[src/rtl/instruction_register_if.sv]
// -----------------------------------------------------------------------------
// instruction_register_if
//
// Purpose: groups the TAP-controller-to-instruction-register signals.
//   master : TAP controller side (drives state strobes, TDI, status_in)
//   slave  : instruction register side (drives tdo_ir, parallel_out,
//            ir_updated, shift_cnt)
//
// Signals:
//   tlr, capture_ir, shift_ir, update_ir : TAP state strobes, one-hot in
//                                          normal use, prioritised if not
//   TDI                                  : serial data in
//   status_in [IR_WIDTH-2]               : status captured into the IR (only
//                                          when IR_CAPTURE_STATUS_EN is set)
//   tdo_ir                               : serial data out
//   parallel_out [IR_WIDTH]              : active instruction
//   ir_updated                           : one-cycle "new instruction" pulse
//   shift_cnt [4]                        : bits shifted since capture (sat 15)
// -----------------------------------------------------------------------------
interface instruction_register_if #(
    parameter int IR_WIDTH = 5
);
    logic                tlr;
    logic                capture_ir;
    logic                shift_ir;
    logic                update_ir;
    logic                TDI;
    logic [IR_WIDTH-3:0] status_in;
    logic                tdo_ir;
    logic [IR_WIDTH-1:0] parallel_out;
    logic                ir_updated;
    logic [3:0]          shift_cnt;

    modport master (
        output tlr, capture_ir, shift_ir, update_ir, TDI, status_in,
        input  tdo_ir, parallel_out, ir_updated, shift_cnt
    );

    modport slave (
        input  tlr, capture_ir, shift_ir, update_ir, TDI, status_in,
        output tdo_ir, parallel_out, ir_updated, shift_cnt
    );
endinterface

[src/rtl/instruction_register.sv]
// -----------------------------------------------------------------------------
// instruction_register
//
// Purpose: JTAG-style instruction register. A shift stage is captured,
// shifted LSB-first from TDI to tdo_ir, and copied into an update stage that
// holds the active instruction for the decoder.
//
// Parameters:
//   IR_WIDTH    : register length, legal range 3..8 (default 5)
//   RESET_INSTR : instruction loaded on TRST or Test-Logic-Reset
//                 (default 5'b00001, IDCODE)
//
// Ports:
//   TCK  : clock, all state changes on its rising edge
//   TRST : synchronous active-high reset
//   bus  : instruction_register_if.slave (strobes, TDI, status_in in;
//          tdo_ir, parallel_out, ir_updated, shift_cnt out)
//
// Build option:
//   IR_CAPTURE_STATUS_EN : when defined, Capture-IR loads {status_in, 2'b01};
//                          otherwise it loads {zeros, 2'b01} and status_in is
//                          ignored.
//
// Control protocol: the strobes are evaluated once per TCK rising edge with
// fixed priority TRST > tlr > capture_ir > shift_ir > update_ir. Only the
// highest asserted strobe acts; the others are ignored for that edge.
// -----------------------------------------------------------------------------
module instruction_register #(
    parameter int                  IR_WIDTH    = 5,
    parameter logic [IR_WIDTH-1:0] RESET_INSTR = IR_WIDTH'(5'b00001)
) (
    input logic                     TCK,
    input logic                     TRST,
    instruction_register_if.slave   bus
);

    localparam logic [IR_WIDTH-1:0] CAPTURE_ZERO = {{(IR_WIDTH-2){1'b0}}, 2'b01};

    logic [IR_WIDTH-1:0] r_shift_reg;
    logic [IR_WIDTH-1:0] r_upd_reg;
    logic [3:0]          r_shift_cnt;
    logic                r_ir_updated;
    logic                r_update_prev;

    logic                w_do_capture;
    logic                w_do_shift;
    logic                w_do_update;
    logic [IR_WIDTH-1:0] w_capture_val;

    // Priority decode below tlr; TRST and tlr share the reset path.
    assign w_do_capture = bus.capture_ir & ~bus.tlr;
    assign w_do_shift   = bus.shift_ir   & ~bus.tlr & ~bus.capture_ir;
    assign w_do_update  = bus.update_ir  & ~bus.tlr & ~bus.capture_ir & ~bus.shift_ir;

`ifdef IR_CAPTURE_STATUS_EN
    assign w_capture_val = {bus.status_in, 2'b01};
`else
    // status_in is intentionally ignored in this build.
    logic w_unused_status;
    assign w_unused_status = ^bus.status_in;
    assign w_capture_val   = CAPTURE_ZERO;
`endif

    always_ff @(posedge TCK) begin
        if (TRST || bus.tlr) begin
            r_upd_reg     <= RESET_INSTR;
            r_shift_reg   <= CAPTURE_ZERO;
            r_shift_cnt   <= 4'd0;
            r_ir_updated  <= 1'b0;
            r_update_prev <= 1'b0;
        end else begin
            // Pulse only on the first cycle of an (effective) update, so a
            // held update_ir reloads upd_reg but reports once.
            r_ir_updated  <= w_do_update & ~r_update_prev;
            r_update_prev <= w_do_update;

            if (w_do_capture) begin
                r_shift_reg <= w_capture_val;
                r_shift_cnt <= 4'd0;
            end else if (w_do_shift) begin
                r_shift_reg <= {bus.TDI, r_shift_reg[IR_WIDTH-1:1]};
                if (r_shift_cnt != 4'd15) begin
                    r_shift_cnt <= r_shift_cnt + 4'd1;
                end
            end else if (w_do_update) begin
                r_upd_reg <= r_shift_reg;
            end
        end
    end

    // tdo_ir is combinational so the bit is presented before the shift edge.
    assign bus.tdo_ir       = r_shift_reg[0];
    assign bus.parallel_out = r_upd_reg;
    assign bus.ir_updated   = r_ir_updated;
    assign bus.shift_cnt    = r_shift_cnt;

endmodule

[src/flat_wrapper.sv]
// flat-port wrapper written by rule: the top's interface ports become plain ports
module instruction_register_flat 
#(
    parameter int                  IR_WIDTH    = 5,
    parameter logic [IR_WIDTH-1:0] RESET_INSTR = IR_WIDTH'(5'b00001)
)
  (TCK, TRST, bus_tlr, bus_capture_ir, bus_shift_ir, bus_update_ir, bus_TDI, bus_status_in, bus_tdo_ir, bus_parallel_out, bus_ir_updated, bus_shift_cnt);
  instruction_register_if #(.IR_WIDTH(IR_WIDTH)) bus_i ();
  input logic TCK;
  input logic TRST;
  input wire logic [$bits(bus_i.tlr)-1:0] bus_tlr;
  input wire logic [$bits(bus_i.capture_ir)-1:0] bus_capture_ir;
  input wire logic [$bits(bus_i.shift_ir)-1:0] bus_shift_ir;
  input wire logic [$bits(bus_i.update_ir)-1:0] bus_update_ir;
  input wire logic [$bits(bus_i.TDI)-1:0] bus_TDI;
  input wire logic [$bits(bus_i.status_in)-1:0] bus_status_in;
  output wire logic [$bits(bus_i.tdo_ir)-1:0] bus_tdo_ir;
  output wire logic [$bits(bus_i.parallel_out)-1:0] bus_parallel_out;
  output wire logic [$bits(bus_i.ir_updated)-1:0] bus_ir_updated;
  output wire logic [$bits(bus_i.shift_cnt)-1:0] bus_shift_cnt;
  assign bus_i.tlr = bus_tlr;
  assign bus_i.capture_ir = bus_capture_ir;
  assign bus_i.shift_ir = bus_shift_ir;
  assign bus_i.update_ir = bus_update_ir;
  assign bus_i.TDI = bus_TDI;
  assign bus_i.status_in = bus_status_in;
  assign bus_tdo_ir = bus_i.tdo_ir;
  assign bus_parallel_out = bus_i.parallel_out;
  assign bus_ir_updated = bus_i.ir_updated;
  assign bus_shift_cnt = bus_i.shift_cnt;
  instruction_register #(.IR_WIDTH(IR_WIDTH), .RESET_INSTR(RESET_INSTR)) u_core (.TCK(TCK), .TRST(TRST), .bus(bus_i));
endmodule
[config.mk]
export PLATFORM = sky130hd
export DESIGN_NAME = instruction_register_flat
export DESIGN_NICKNAME = d
export VERILOG_FILES = /design/src/rtl/instruction_register_if.sv /design/src/rtl/instruction_register.sv /design/src/flat_wrapper.sv
export SDC_FILE = /design/constraint.sdc
export NUM_CORES = 1
export LEC_CHECK = 0
export CAP_MARGIN = 30
export CORE_UTILIZATION = 45
export CTS_BUF_LIST = sky130_fd_sc_hd__clkbuf_4
export CTS_CLUSTER_DIAMETER = 200
export DETAILED_ROUTE_END_ITERATION = 8
export GPL_TIMING_DRIVEN = 0
export PLACE_DENSITY = 0.78
export RECOVER_POWER = 100
export SETUP_SLACK_MARGIN = 0.1
export SYNTH_ARGS = -nofsm -noshare
export SYNTH_HDL_FRONTEND = slang
export SYNTH_SLANG_ARGS = --single-unit
[constraint.sdc]
create_clock -name TCK -period 4.7 [get_ports TCK]
set_clock_uncertainty 0.2 [all_clocks]
set_input_delay 0.94 -clock TCK [delete_from_list [all_inputs] [get_ports TCK]]
set_output_delay 0.94 -clock TCK [all_outputs]
set_load 0.05 [all_outputs]
Yosys cells after proc, flatten, opt, wreduce, memory -nomap -nowiden --
Cells that the tools add are included. W data, S select, Z words.
Storage, ports and cells: register bits after elaboration 16, bits of input ports 10, logic and storage cells 24
Operators by class: $add $sub $neg 1, bitwise logic cells 13, equality and inequality tests 1, reductions and logical operators 4
Operator list (count):
- $and A1 B1 Y1 | 7
- $not A1 Y1 | 6
- $add A4 B1 Y4 const B | 1
- $ne A4 B4 Y1 const B | 1
- $reduce_and A3 Y1 | 1
- $reduce_and A2 Y1 | 1
- $reduce_or A2 Y1 | 1
- $logic_or A1 B1 Y1 | 1

Depth between registers and ports, before layout --
depth after elaboration 5, depth in mapped cells 5, gate-level depth less buffers 4

Worst setup path before layout --
Ideal clock, no wire load.
kind input port to flip-flop, from input port bus_tlr, to register u_core.r_shift_cnt[3], in the netlist u_core.bus.shift_cnt[3], data arrival time 1.920 ns, library setup time 0.070 ns, buffers on the path 1, path slack 2.511 ns, required time 4.430 ns, stages on the path 4, cells stage by stage buf_6 -> or3b_4 -> or3_1 -> a21oi_1
Between the ends: longest elaborated chain between the ends 4, elaborated cells on any way between the ends 7, those cells by class 4 x bitwise; 3 x reduce/logical
RTL lines:
- start: declaration | RTL line flat_wrapper.sv:11 | input wire logic [$bits(bus_i.tlr)-1:0] bus_tlr;
- $not A1 Y1 | RTL line instruction_register.sv:51, instruction_register.sv:52
- $and A1 B1 Y1 (2 in series) | RTL line instruction_register.sv:52 | assign w_do_shift = bus.shift_ir & ~bus.tlr & ~bus.capture_ir;
- $reduce_and A2 Y1 (no line)
- end signal: assignment | RTL line instruction_register.sv:83 | r_shift_cnt <= r_shift_cnt + 4'd1;
- end: declaration | RTL line instruction_register.sv:41 | logic [3:0] r_shift_cnt;
Parallel ways exist; a longest one is shown, timed or not. A chain may end at the register's enable or synchronous reset.

Worst setup path after layout --
from input port bus_shift_ir, to register u_core.r_upd_reg[1], in the netlist u_core.bus.parallel_out[1]
Between the ends: longest elaborated chain between the ends 4, elaborated cells on any way between the ends 6, those cells by class 5 x bitwise; 1 x reduce/logical
RTL lines:
- start: declaration | RTL line flat_wrapper.sv:13 | input wire logic [$bits(bus_i.shift_ir)-1:0] bus_shift_ir;
- $and A1 B1 Y1 (2 in series) | RTL line instruction_register.sv:52
- $not A1 Y1 (no line)
- $reduce_and A3 Y1 (no line) *
- end signal: assignment | RTL line instruction_register.sv:86 | r_upd_reg <= r_shift_reg;
- end: declaration | RTL line instruction_register.sv:40 | logic [IR_WIDTH-1:0] r_upd_reg;
Every way passes the cells marked *; elsewhere a longest branch is shown, timed or not.

==> results.md <==
* Sequential cell area at 320 um^2
* Area of the core region at 1330 um^2
* Status: completed
* Overall die area at 1610 um^2
* Min cycle time layout at 3.37 ns
* Worst min-delay path class: flop to flop
* Flip-flop and latch count after synthesis at 16
* Post-detailed-route count of antenna-violating nets at 0
* Sum of routed wire length over all layers at 1180 um
* Via-per-instance ratio at 5.20
* I/O Pins at 21
* WP data required at 4.67 ns
* Clock sink total at 16
* Initial antenna violation count at 0
* Maximum vdd ir drop at 0.166 mV
* Cell count after synthesis at 60
* Hold violation count in the final report at 0
* Synth-to-layout area growth at 25.6%
* Area of placed instances at 835 um^2
* Number of different library cells in the post-synthesis netlist at 21
* Post-CTS clock slew at the launch and capture registers of the worst setup and hold paths at 0.09 ns
* Transition time at the pin with the least slew margin at 1.39 ns
* Cell area after synthesis at 656 um^2
* Largest net degree at the start of global routing at 11
* Type of origin of the critical path: input pin
* Mean cell area of the mapped netlist at 10.9 um^2
* Worst setup path class: input pin to flop
* Total of max-cap violations at 0
* Total routing usage reported by global routing at 18.3%
* Tcrit/Tclk final at 71.8%
* Seq/Total Area, Yosys at 48.9%
* Synthesized Nets at 71
* Max-slew headroom at 5.72%
* Share of the synthesized area in the top cell type at 48.9%
* Horizontal die dimension at 40.2 um
* Most common cell after layout, fill and taps aside: sky130_fd_sc_hd__dfxtp_1
* Kind of end point of the critical path: flop
* Largest stage delay on the critical path at 1.23 ns
* Most frequent cells in the layout: 16 x sky130_fd_sc_hd__dfxtp_1, 13 x sky130_fd_sc_hd__dlygate4sd3_1, 9 x sky130_fd_sc_hd__mux2i_1, 5 x sky130_fd_sc_hd__nor2_1, 5 x sky130_fd_sc_hd__nor3_1
* Count of synthesis-stage warnings from yosys at 0
* Number of fill cells in the layout at 124
* Setup fix buffers added after clock tree synthesis at 0
* Maximum fanout count along the critical path at 10
* Area contributors post-synth: sky130_fd_sc_hd__dfxtp_1 49%, sky130_fd_sc_hd__mux2i_1 14%, sky130_fd_sc_hd__nor3_1 3.8%
* 1st-iter DRT viols at 5
* Final setup slack of the worst path at 1.33 ns
* Number of slew-limit violations in the final report at 0
* Die height at 40.2 um
* Starting density of the core at 49.2%
* Cell Pwr Density at 272 nW/um^2
* Proportion of synthesized flip-flops having asynchronous set or reset at 0%
* Standard cell with the maximum stage delay on the critical path: sky130_fd_sc_hd__nor4b_1
* Clock insertion delay at the later pin of the skew report at 0.28 ns
* Top_reg_cell synth: sky130_fd_sc_hd__dfxtp_1
* Final sum of negative setup slack at 0 ns
* Post-CTS sizing at 0
* Clock tree from TritonCTS: done
* Half-perimeter wire length of the detailed placement result at 807 um
* RePlAce Congestion at 0.670
* Fin nets at 92
* CP Data Arrival Time at 3.35 ns
* Setup-violating endpoint count in the final report at 0
* TritonCTS Buffers at 3
* First-pass iteration count of the detailed router at 2
* Highest achievable clock rate at 296 MHz
* Area of the multi-input gates at 283 um^2
* Post-route cell area at 823 um^2
* Number of global-route vias before repair at 391
* Vias after detailed routing at 489
* Cell at the root of the clock tree: sky130_fd_sc_hd__clkbuf_4
* Count of unresolved DRC violations after routing at 0
* Post-CTS Hold Fix Bufs at 0
* Post-Place Setup Slack at 1.98 ns
* Number of flops mapped to enable cells by yosys at 0
* Count of port buffers added during placement at 16
* Gr ovfl total at 0
* Wire length per cell after detailed routing at 12.5 um
* Placement row count at 13
* H-Tree Level Count at 1
* RSZ-0062 raised after global routing: no
* Leakage at 0.318 nW
* Global-route wire length before repair at 1820 um
* Antenna diode count at 0
* Max Root-Sink Buffers at 2
* Share of cells above drive strength 1 at 5.06%
* Cell type contributing the most total cell area after synthesis: sky130_fd_sc_hd__dfxtp_1
* Cells along the critical path: dlygate4sd3_1 -> clkbuf_1 -> nor4b_1 -> mux2i_1 -> nor3_1
## kinds of logic after synthesis
logic type               synth area share [%]
multiplexers                             13.7
flip-flops                               48.9
AO/OA/AOI/OAI                            7.06
AND/OR/NAND/NOR                          23.9
adder cells (fa/ha/maj)                  1.91
buffers and inverters                    4.58
## final cells by class
| class | instances | share of cell area, % |
|---|---|---|
| clock buffers | 3 | 2.74 |
| flip-flops and latches | 16 | 38.9 |
| well taps | 15 | 2.28 |
| repair buffers | 16 | 19.5 |
| plain buffers | 3 | 2.28 |
| multi-input cells | 41 | 34.3 |
## cells in the mapped netlist (2+ instances only)
master                    instances
sky130_fd_sc_hd__a21oi_1          4
sky130_fd_sc_hd__buf_6            2
sky130_fd_sc_hd__dfxtp_1         16
sky130_fd_sc_hd__mux2i_1          9
sky130_fd_sc_hd__nor2_1           5
sky130_fd_sc_hd__nor2b_1          2
sky130_fd_sc_hd__nor3_1           5
sky130_fd_sc_hd__o21ai_0          2
sky130_fd_sc_hd__or3_1            3
## routing by layer
metal	global-route usage [%]	routed length, um	vias up
li1	-	-	256
met1	22.0	562	216
met2	25.8	520	12
met3	10.0	71	5
met4	10.0	21	0
met5	0	0	-
## power by group
group          internal (W)  leakage [nW]   total, W  switching, W
clock network     0.0000298        0.0138  0.0000702     0.0000404
registers          0.000136         0.129   0.000137   0.000000473
logic            0.00000808         0.175  0.0000170    0.00000894
total              0.000174         0.318   0.000224     0.0000499
## stage by stage
step | power (W) | hold WS, ns | util, % | cells
3_3_place_gp | 0.000160 | 0.176 | 62.6 | 91
6_report | 0.000224 | 0.189 | 61.7 | 94
2_1_floorplan | 0.000152 | 0.167 | - | 60
3_5_place_dp | 0.000160 | 0.183 | 62.6 | 91
5_1_grt | 0.000235 | 0.209 | 61.7 | 94
4_1_cts | 0.000231 | 0.196 | 64.3 | 94
## final timing paths
kind,from,endpoint,slack [ns],cells past startpoint
worst max-delay path,bus_shift_ir,u_core.bus.parallel_out[1]$_SDFFE_PP0P_,1.33,5
worst min-delay path,u_core.r_update_prev$_SDFF_PP0_,u_core.bus.ir_updated$_SDFF_PP0_,0.19,1
worst max register to register,u_core.bus.shift_cnt[0]$_SDFFE_PP0P_,u_core.bus.shift_cnt[1]$_SDFFE_PP0P_,3.13,4
worst min register to register,u_core.r_update_prev$_SDFF_PP0_,u_core.bus.ir_updated$_SDFF_PP0_,0.19,1
## worst max-delay path: cells and delay by family
kind / cells / cell delay, ns
buffers and inverters: 2 / 0.83
muxes: 1 / 0.29
and+or+nand+nor: 2 / 1.29
No activity file was read; power rests on OpenSTA's default activity.
